[config.mk]
export PLATFORM = sky130hd
export DESIGN_NAME = trng_word_source
export DESIGN_NICKNAME = d
export VERILOG_FILES = /design/src/rtl/trng_pkg.sv /design/src/rtl/trng_word_fifo.sv /design/src/rtl/trng_word_source.sv
export SDC_FILE = /design/constraint.sdc
export NUM_CORES = 1
export LEC_CHECK = 0
export ABC_AREA = 0
export BUFFER_PORTS_ARGS = -buffer_cell sky130_fd_sc_hd__buf_2
export CAP_MARGIN = 20
export CORE_MARGIN = 10
export CORE_UTILIZATION = 60
export CTS_CLUSTER_SIZE = 10
export DETAILED_ROUTE_END_ITERATION = 8
export GPL_TIMING_DRIVEN = 1
export PLACE_DENSITY_LB_ADDON = 0.12
export SYNTH_ARGS = -nofsm -noshare
export SYNTH_HDL_FRONTEND = slang
export SYNTH_SLANG_ARGS = --single-unit
export TNS_END_PERCENT = 50
[constraint.sdc]
create_clock -name clk -period 3.5 [get_ports clk]
set_clock_uncertainty 0.1 [all_clocks]
set_input_delay 0.175 -clock clk [delete_from_list [all_inputs] [get_ports clk]]
set_output_delay 0.175 -clock clk [all_outputs]
set_load 0.03 [all_outputs]
[src/rtl/trng_pkg.sv]
// rtl/trng_pkg.sv - shared constants and helpers for the TRNG word source
package trng_pkg;

  localparam logic [1:0] VN_EMIT0 = 2'b01;
  localparam logic [1:0] VN_EMIT1 = 2'b10;

  localparam int DEF_FIFO_DEPTH = 4;

  function automatic int clog2(input int value);
    int r;
    r = 0;
    for (int i = 0; i < 31; i++) begin
      if ((1 << i) < value) r = i + 1;
    end
    return r;
  endfunction

  // Occupancy needs one bit more than the address so full and empty differ
  function automatic int fifo_lvl_w(input int depth);
    return clog2(depth) + 1;
  endfunction

  typedef enum logic {
    RSP_IDLE    = 1'b0,
    RSP_DELIVER = 1'b1
  } rsp_state_t;

endpackage

[src/rtl/trng_word_fifo.sv]
// rtl/trng_word_fifo.sv - word FIFO with flush; pop frees a slot for a same-cycle push
module trng_word_fifo
  import trng_pkg::*;
#(
  parameter int WIDTH = 4,
  parameter int DEPTH = DEF_FIFO_DEPTH
) (
  input  logic                          clk,
  input  logic                          resetn,
  input  logic                          push,
  input  logic [WIDTH-1:0]              push_data,
  input  logic                          pop,
  input  logic                          flush,
  output logic [WIDTH-1:0]              head,
  output logic                          full,
  output logic                          empty,
  output logic [fifo_lvl_w(DEPTH)-1:0]  level
);

  localparam int AW = clog2(DEPTH);
  localparam int LW = AW + 1;
  localparam logic [LW-1:0] FULL_LVL = LW'(DEPTH);

  logic [WIDTH-1:0] mem [DEPTH];
  logic [LW-1:0]    wr_ptr;
  logic [LW-1:0]    rd_ptr;
  logic             push_ok;
  logic             pop_ok;

  assign level   = wr_ptr - rd_ptr;
  assign empty   = (wr_ptr == rd_ptr);
  assign full    = (level == FULL_LVL);
  assign pop_ok  = pop && !empty;
  assign push_ok = push && (!full || pop_ok);
  assign head    = mem[rd_ptr[AW-1:0]];

  always_ff @(posedge clk) begin
    if (push_ok && !flush) mem[wr_ptr[AW-1:0]] <= push_data;
  end

  always_ff @(posedge clk or negedge resetn) begin
    if (!resetn) begin
      wr_ptr <= '0;
      rd_ptr <= '0;
    end else if (flush) begin
      wr_ptr <= '0;
      rd_ptr <= '0;
    end else begin
      if (push_ok) wr_ptr <= wr_ptr + 1'b1;
      if (pop_ok)  rd_ptr <= rd_ptr + 1'b1;
    end
  end

endmodule

[src/rtl/trng_word_source.sv]
// rtl/trng_word_source.sv - von Neumann debiased TRNG word producer with health test
module trng_word_source
  import trng_pkg::*;
#(
  parameter int TRNG_WIDTH = 4,
  parameter int FIFO_DEPTH = DEF_FIFO_DEPTH,
  parameter int SAMPLE_DIV = 1,
  parameter int REP_LIMIT  = 32
) (
  input  logic                               clk,
  input  logic                               resetn,
  input  logic                               en,
  input  logic                               raw_bit,
  input  logic                               trng_req,
  output logic                               trng_valid,
  output logic [TRNG_WIDTH-1:0]              trng_word,
  output logic                               health_fail,
  output logic [fifo_lvl_w(FIFO_DEPTH)-1:0]  fill_level
);

  localparam int DIV_W = (SAMPLE_DIV > 1) ? clog2(SAMPLE_DIV) : 1;
  localparam int REP_W = clog2(REP_LIMIT) + 1;
  localparam int CNT_W = clog2(TRNG_WIDTH) + 1;
  localparam logic [DIV_W-1:0] DIV_LAST = DIV_W'(SAMPLE_DIV - 1);
  localparam logic [REP_W-1:0] REP_MAX  = REP_W'(REP_LIMIT);
  localparam logic [CNT_W-1:0] CNT_LAST = CNT_W'(TRNG_WIDTH - 1);

  logic [1:0]            sync_q;
  logic [DIV_W-1:0]      div_cnt;
  logic                  sample_tick;
  logic                  sample;
  logic                  prev_sample;
  logic [REP_W-1:0]      rep_cnt;
  logic [REP_W-1:0]      rep_next;
  logic                  health_trip;
  logic                  vn_have;
  logic                  vn_first;
  logic [1:0]            vn_pair;
  logic                  vn_emit;
  logic                  vn_bit;
  logic [TRNG_WIDTH-1:0] pk_word;
  logic [TRNG_WIDTH-1:0] pk_shifted;
  logic [CNT_W-1:0]      pk_cnt;
  logic                  push;
  logic                  pop;
  logic                  fifo_full;
  logic                  fifo_empty;
  logic [TRNG_WIDTH-1:0] fifo_head;
  rsp_state_t            rsp_state;

  always_ff @(posedge clk or negedge resetn) begin
    if (!resetn) sync_q <= '0;
    else         sync_q <= {sync_q[0], raw_bit};
  end

  assign sample      = sync_q[1];
  assign sample_tick = en && (div_cnt == DIV_LAST);

  always_ff @(posedge clk or negedge resetn) begin
    if (!resetn)                  div_cnt <= '0;
    else if (!en || sample_tick)  div_cnt <= '0;
    else                          div_cnt <= div_cnt + 1'b1;
  end

  // rep_cnt == 0 means no previous sample since reset; saturate once failed
  always_comb begin
    rep_next = REP_W'(1);
    if (rep_cnt != '0 && sample == prev_sample)
      rep_next = (rep_cnt == REP_MAX) ? rep_cnt : rep_cnt + 1'b1;
  end

  assign health_trip = sample_tick && !health_fail && (rep_next == REP_MAX);

  always_ff @(posedge clk or negedge resetn) begin
    if (!resetn) begin
      prev_sample <= 1'b0;
      rep_cnt     <= '0;
      health_fail <= 1'b0;
    end else begin
      if (sample_tick) begin
        prev_sample <= sample;
        rep_cnt     <= rep_next;
      end
      if (health_trip) health_fail <= 1'b1;
    end
  end

  assign vn_pair = {vn_first, sample};
  assign vn_emit = sample_tick && vn_have && (vn_pair == VN_EMIT0 || vn_pair == VN_EMIT1);
  assign vn_bit  = (vn_pair == VN_EMIT1);

  always_ff @(posedge clk or negedge resetn) begin
    if (!resetn) begin
      vn_have  <= 1'b0;
      vn_first <= 1'b0;
    end else if (!en) begin
      vn_have  <= 1'b0;
    end else if (sample_tick) begin
      if (!vn_have) begin
        vn_have  <= 1'b1;
        vn_first <= sample;
      end else begin
        vn_have  <= 1'b0;
      end
    end
  end

  assign pk_shifted = {pk_word[TRNG_WIDTH-2:0], vn_bit};
  assign push = vn_emit && !health_fail && !health_trip && (pk_cnt == CNT_LAST);

  always_ff @(posedge clk or negedge resetn) begin
    if (!resetn) begin
      pk_word <= '0;
      pk_cnt  <= '0;
    end else if (!en || health_fail || health_trip) begin
      pk_word <= '0;
      pk_cnt  <= '0;
    end else if (vn_emit) begin
      pk_word <= pk_shifted;
      pk_cnt  <= (pk_cnt == CNT_LAST) ? '0 : pk_cnt + 1'b1;
    end
  end

  // A delivery never coincides with a health trip so nothing escapes the flush
  assign pop = (rsp_state == RSP_IDLE) && trng_req && !fifo_empty
               && !health_fail && !health_trip;

  always_ff @(posedge clk or negedge resetn) begin
    if (!resetn) begin
      rsp_state  <= RSP_IDLE;
      trng_valid <= 1'b0;
      trng_word  <= '0;
    end else begin
      case (rsp_state)
        RSP_IDLE: begin
          if (pop) begin
            rsp_state  <= RSP_DELIVER;
            trng_valid <= 1'b1;
            trng_word  <= fifo_head;
          end
        end
        RSP_DELIVER: begin
          rsp_state  <= RSP_IDLE;
          trng_valid <= 1'b0;
        end
        default: begin
          rsp_state  <= RSP_IDLE;
          trng_valid <= 1'b0;
        end
      endcase
    end
  end

  trng_word_fifo #(
    .WIDTH (TRNG_WIDTH),
    .DEPTH (FIFO_DEPTH)
  ) u_fifo (
    .clk       (clk),
    .resetn    (resetn),
    .push      (push && (!fifo_full || pop)),
    .push_data (pk_shifted),
    .pop       (pop),
    .flush     (health_trip),
    .head      (fifo_head),
    .full      (fifo_full),
    .empty     (fifo_empty),
    .level     (fill_level)
  );

endmodule

==> results.sh <==
export IMPL_status="finished clean"
export IMPL_fin_setup_tns_ns=0
export IMPL_syn_inst=190
export IMPL_synth_area_leaders="dfrtp_1, edfxtp_1, ha_1, mux4_2, mux2i_1"
export IMPL_synth_edff_count=16
export IMPL_ys_flop_type="dfrtp_1"
export IMPL_peakVddDrop_v=0.000488
export IMPL_avgRoutedWirePerCell_um=16.0
export IMPL_worstSetupPathType="flop to flop"
export IMPL_end_kind="flop"
export IMPL_multiInputGateArea_um2=977
export IMPL_fin_cells=253
export IMPL_synthArstFlopShare_pct=66.0
export IMPL_area_growth_syn_to_layout_pct=8.63
export IMPL_insertion_delay_ns=0.30
export IMPL_final_area_um2=2540
export IMPL_grt_use_met3_pct=3.02
export IMPL_place_congestion=0.814
export IMPL_grt_pass1_vias=1464
export IMPL_cts_repair_resize_count=0
export IMPL_coreArea_um2=3720
export IMPL_p_total_mw=1.70
export IMPL_drt_initial_drc_count=126
export IMPL_cp_startpoint="u_fifo.rd_ptr[0]"
export IMPL_cts_root_buf="clkbuf_8"
export IMPL_r2r_start="u_fifo.rd_ptr[0]"
export IMPL_place_inst=243
export IMPL_p_per_area_nw_per_um2=670
export IMPL_grt_pass1_wl_mm=7.09
export IMPL_clock_path_buffers=2
export IMPL_via_per_inst=5.74
export IMPL_grt_setup_unrepaired="false"
export IMPL_antenna_left=0
export IMPL_yosys_cell_types_count=41
export IMPL_fmaxAchievable_mhz=349
export IMPL_fp_dieH_um=82.4
export IMPL_wirelength_mm=4.05
export IMPL_avgSynthCellArea_um2=12.3
export IMPL_gr_usage_all_layers_pct=13.7
export IMPL_antenna_cells=0
export IMPL_synth_seq_cells=47
export IMPL_cts_made_buffers=5
export IMPL_hold_start="en"
export IMPL_tightestPinTransition_ns=0.700
export IMPL_utilization_pct=68.2
export IMPL_start_util_pct=62.8
export IMPL_htreeDepth=2
export IMPL_drcViolationCount=0
export IMPL_grt_use_met1_pct=17.7
export IMPL_r2r_slack_ns=0.63
export IMPL_fin_crit_ns=2.87
export IMPL_die_w_um=82.4
export IMPL_setup_violations_final=0
export IMPL_via_count=1453
export IMPL_row_count=22
export IMPL_nets=221
export IMPL_cp_start_kind="flop"
export IMPL_cap_violations=0
export IMPL_critical_path_arrival_ns=2.75
export IMPL_r2r_cells=7
export IMPL_seq_area_frac_synth_pct=53.8
export IMPL_met2_usage_pct=21.5
export IMPL_busiest_layer="met2"
export IMPL_crit_end="u_fifo.mem[3][0]"
export IMPL_clk_pin_slew_ns=0.09
export IMPL_post_cts_setup_buffers=0
export IMPL_antenna_found_initial=0
export IMPL_post_route_period_util_pct=81.9
export IMPL_drt_pass1_iter_count=4
export IMPL_overflow=0
export IMPL_critPathRequiredTime_ns=3.39
export IMPL_r2r_end="u_fifo.mem[3][0]"
export IMPL_tritoncts="yes"
export IMPL_synth_fp_nets=207
export IMPL_ioPinCount=14
export IMPL_cts_sinks=47
export IMPL_ff_latch_area_um2=1260
export IMPL_dpl_hpwl_mm=2.97
export IMPL_syn_cell_area_um2=2330
export IMPL_synth_top_area_share_pct=33.2
export IMPL_grt_start_max_net_pins=32
export IMPL_place_area_um2=2420
export IMPL_slew_violations=0
export IMPL_path_max_fanout=7
export IMPL_fill_cells=293
export IMPL_drive_above_1_share_pct=17.1
export IMPL_hold_viol=0
export IMPL_yosys_area_top_type="dfrtp_1"
export IMPL_yosysWarnings=0
export IMPL_dieArea_um2=6790
export IMPL_hold_buffers=2
export IMPL_hp_class="input port to flop"
export IMPL_leakage_nw=1.05
export IMPL_io_buffers=13
export IMPL_slew_headroom_pct=53.3
==> power breakdown <==
group / leakage, nW / internal [mW] / switching (mW)
sequential: 0.546 / 0.646 / 0.113
combinational: 0.458 / 0.261 / 0.349
clock: 0.0443 / 0.143 / 0.189
==> stage by stage <==
stage | worst slack, ns | hold WS [ns]
after global routing | 0.480 | 0.114
after global placement | 0.733 | 0.156
after floorplan | 0.970 | -0.221
after detailed placement | 0.668 | 0.170
final | 0.632 | 0.103
after CTS | 0.643 | 0.0995
==> logic make-up after synthesis <==
group	synth area share [%]
fa+ha+maj	6.75
xor+xnor	3.75
other cells	0.161
flops	53.8
simple gates	13.3
mux	9.22
buf+inv	4.34
compound gates	8.63
==> placed cells by master (no fill, tap or decap), types with 2 or more instances in the layout <==
| master | Yosys | layout |
|---|---|---|
| o21ai_0 | 10 | 10 |
| edfxtp_1 | 16 | 16 |
| o22ai_1 | 3 | 3 |
| mux4_2 | 4 | 4 |
| nor3_1 | 2 | 2 |
| inv_1 | 13 | 13 |
| nand4_1 | 2 | 2 |
| mux2i_1 | 8 | 8 |
| xor2_1 | 3 | 3 |
| clkinv_4 | 0 | 2 |
| o31ai_1 | 2 | 2 |
| xnor2_1 | 7 | 7 |
| buf_4 | 0 | 2 |
| nor4b_1 | 7 | 7 |
| o211ai_1 | 2 | 2 |
| nand3_1 | 3 | 3 |
| nand3b_1 | 2 | 2 |
| clkbuf_8 | 0 | 5 |
| ha_1 | 11 | 11 |
| and4_1 | 2 | 2 |
| dlygate4sd3_1 | 0 | 2 |
| nor2b_1 | 2 | 2 |
| and3b_1 | 3 | 3 |
| nor2_1 | 11 | 11 |
| nand2_1 | 10 | 10 |
| dfrtp_1 | 31 | 31 |
| nand2b_1 | 4 | 4 |
| buf_2 | 6 | 13 |
| mux2_2 | 4 | 4 |
| a21oi_1 | 6 | 6 |
==> layout make-up <==
class                      instances  area share, %
tap                               48           2.37
clock inverter                     3          0.987
sequential                        47           49.5
inverter                          13           1.92
multi-input combinational        120           38.5
clock buffer                       5           2.71
timing repair buffer              17           3.95
==> routing by layer <==
layer | part of all wire [%] | vias to the layer above
li1 | - | 712
met1 | 45 | 713
met2 | 49 | 24
met3 | 3.7 | 4
met4 | 1.6 | 0
met5 | 0 | -
==> how the worst min path moves through the flow <==
stage | to | slack [ns] | depth (start not counted)
finish | pk_cnt[2] | 0.10 | 2
global route | vn_have | 0.11 | 2
CTS | vn_have | 0.1 | 2
detailed placement | trng_word[1] | 0.17 | 1
global placement | trng_word[2] | 0.16 | 1
floorplan | div_cnt | -0.22 | 0
==> critical path: stages (launching register included) <==
cell and delay, ns:
dfrtp_1 0.53, ha_1 0.28, fa_1 0.48, nand3b_1 0.11, mux2i_1 0.11, a2111oi_4 0.55
nand2_1 0.12, nor2_1 0.27
==> registers in the layout (all words and copies together) (netlist names), 2 cells and up <==
signal	flops
pk_word	3
trng_word	4
u_fifo.wr_ptr	3
sync_q	2
pk_cnt	3
rep_cnt	6
u_fifo.rd_ptr	3
u_fifo.mem	16
==> synthesized netlist by cell type, drive strengths merged, types with 2 or more instances <==
cell,instances
nor4b,7
mux4,4
o21ai,10
dfrtp,31
clkbuf,2
edfxtp,16
nor2,11
o22ai,3
nor2b,2
nand4,2
ha,11
nand3,3
nand3b,2
and4,2
o211ai,2
nor3,2
nand2,10
xnor2,7
buf,8
mux2i,8
nand2b,4
o31ai,2
inv,13
xor2,3
mux2,4
and3b,3
a21oi,6
Power figures use the tool's default switching activity.
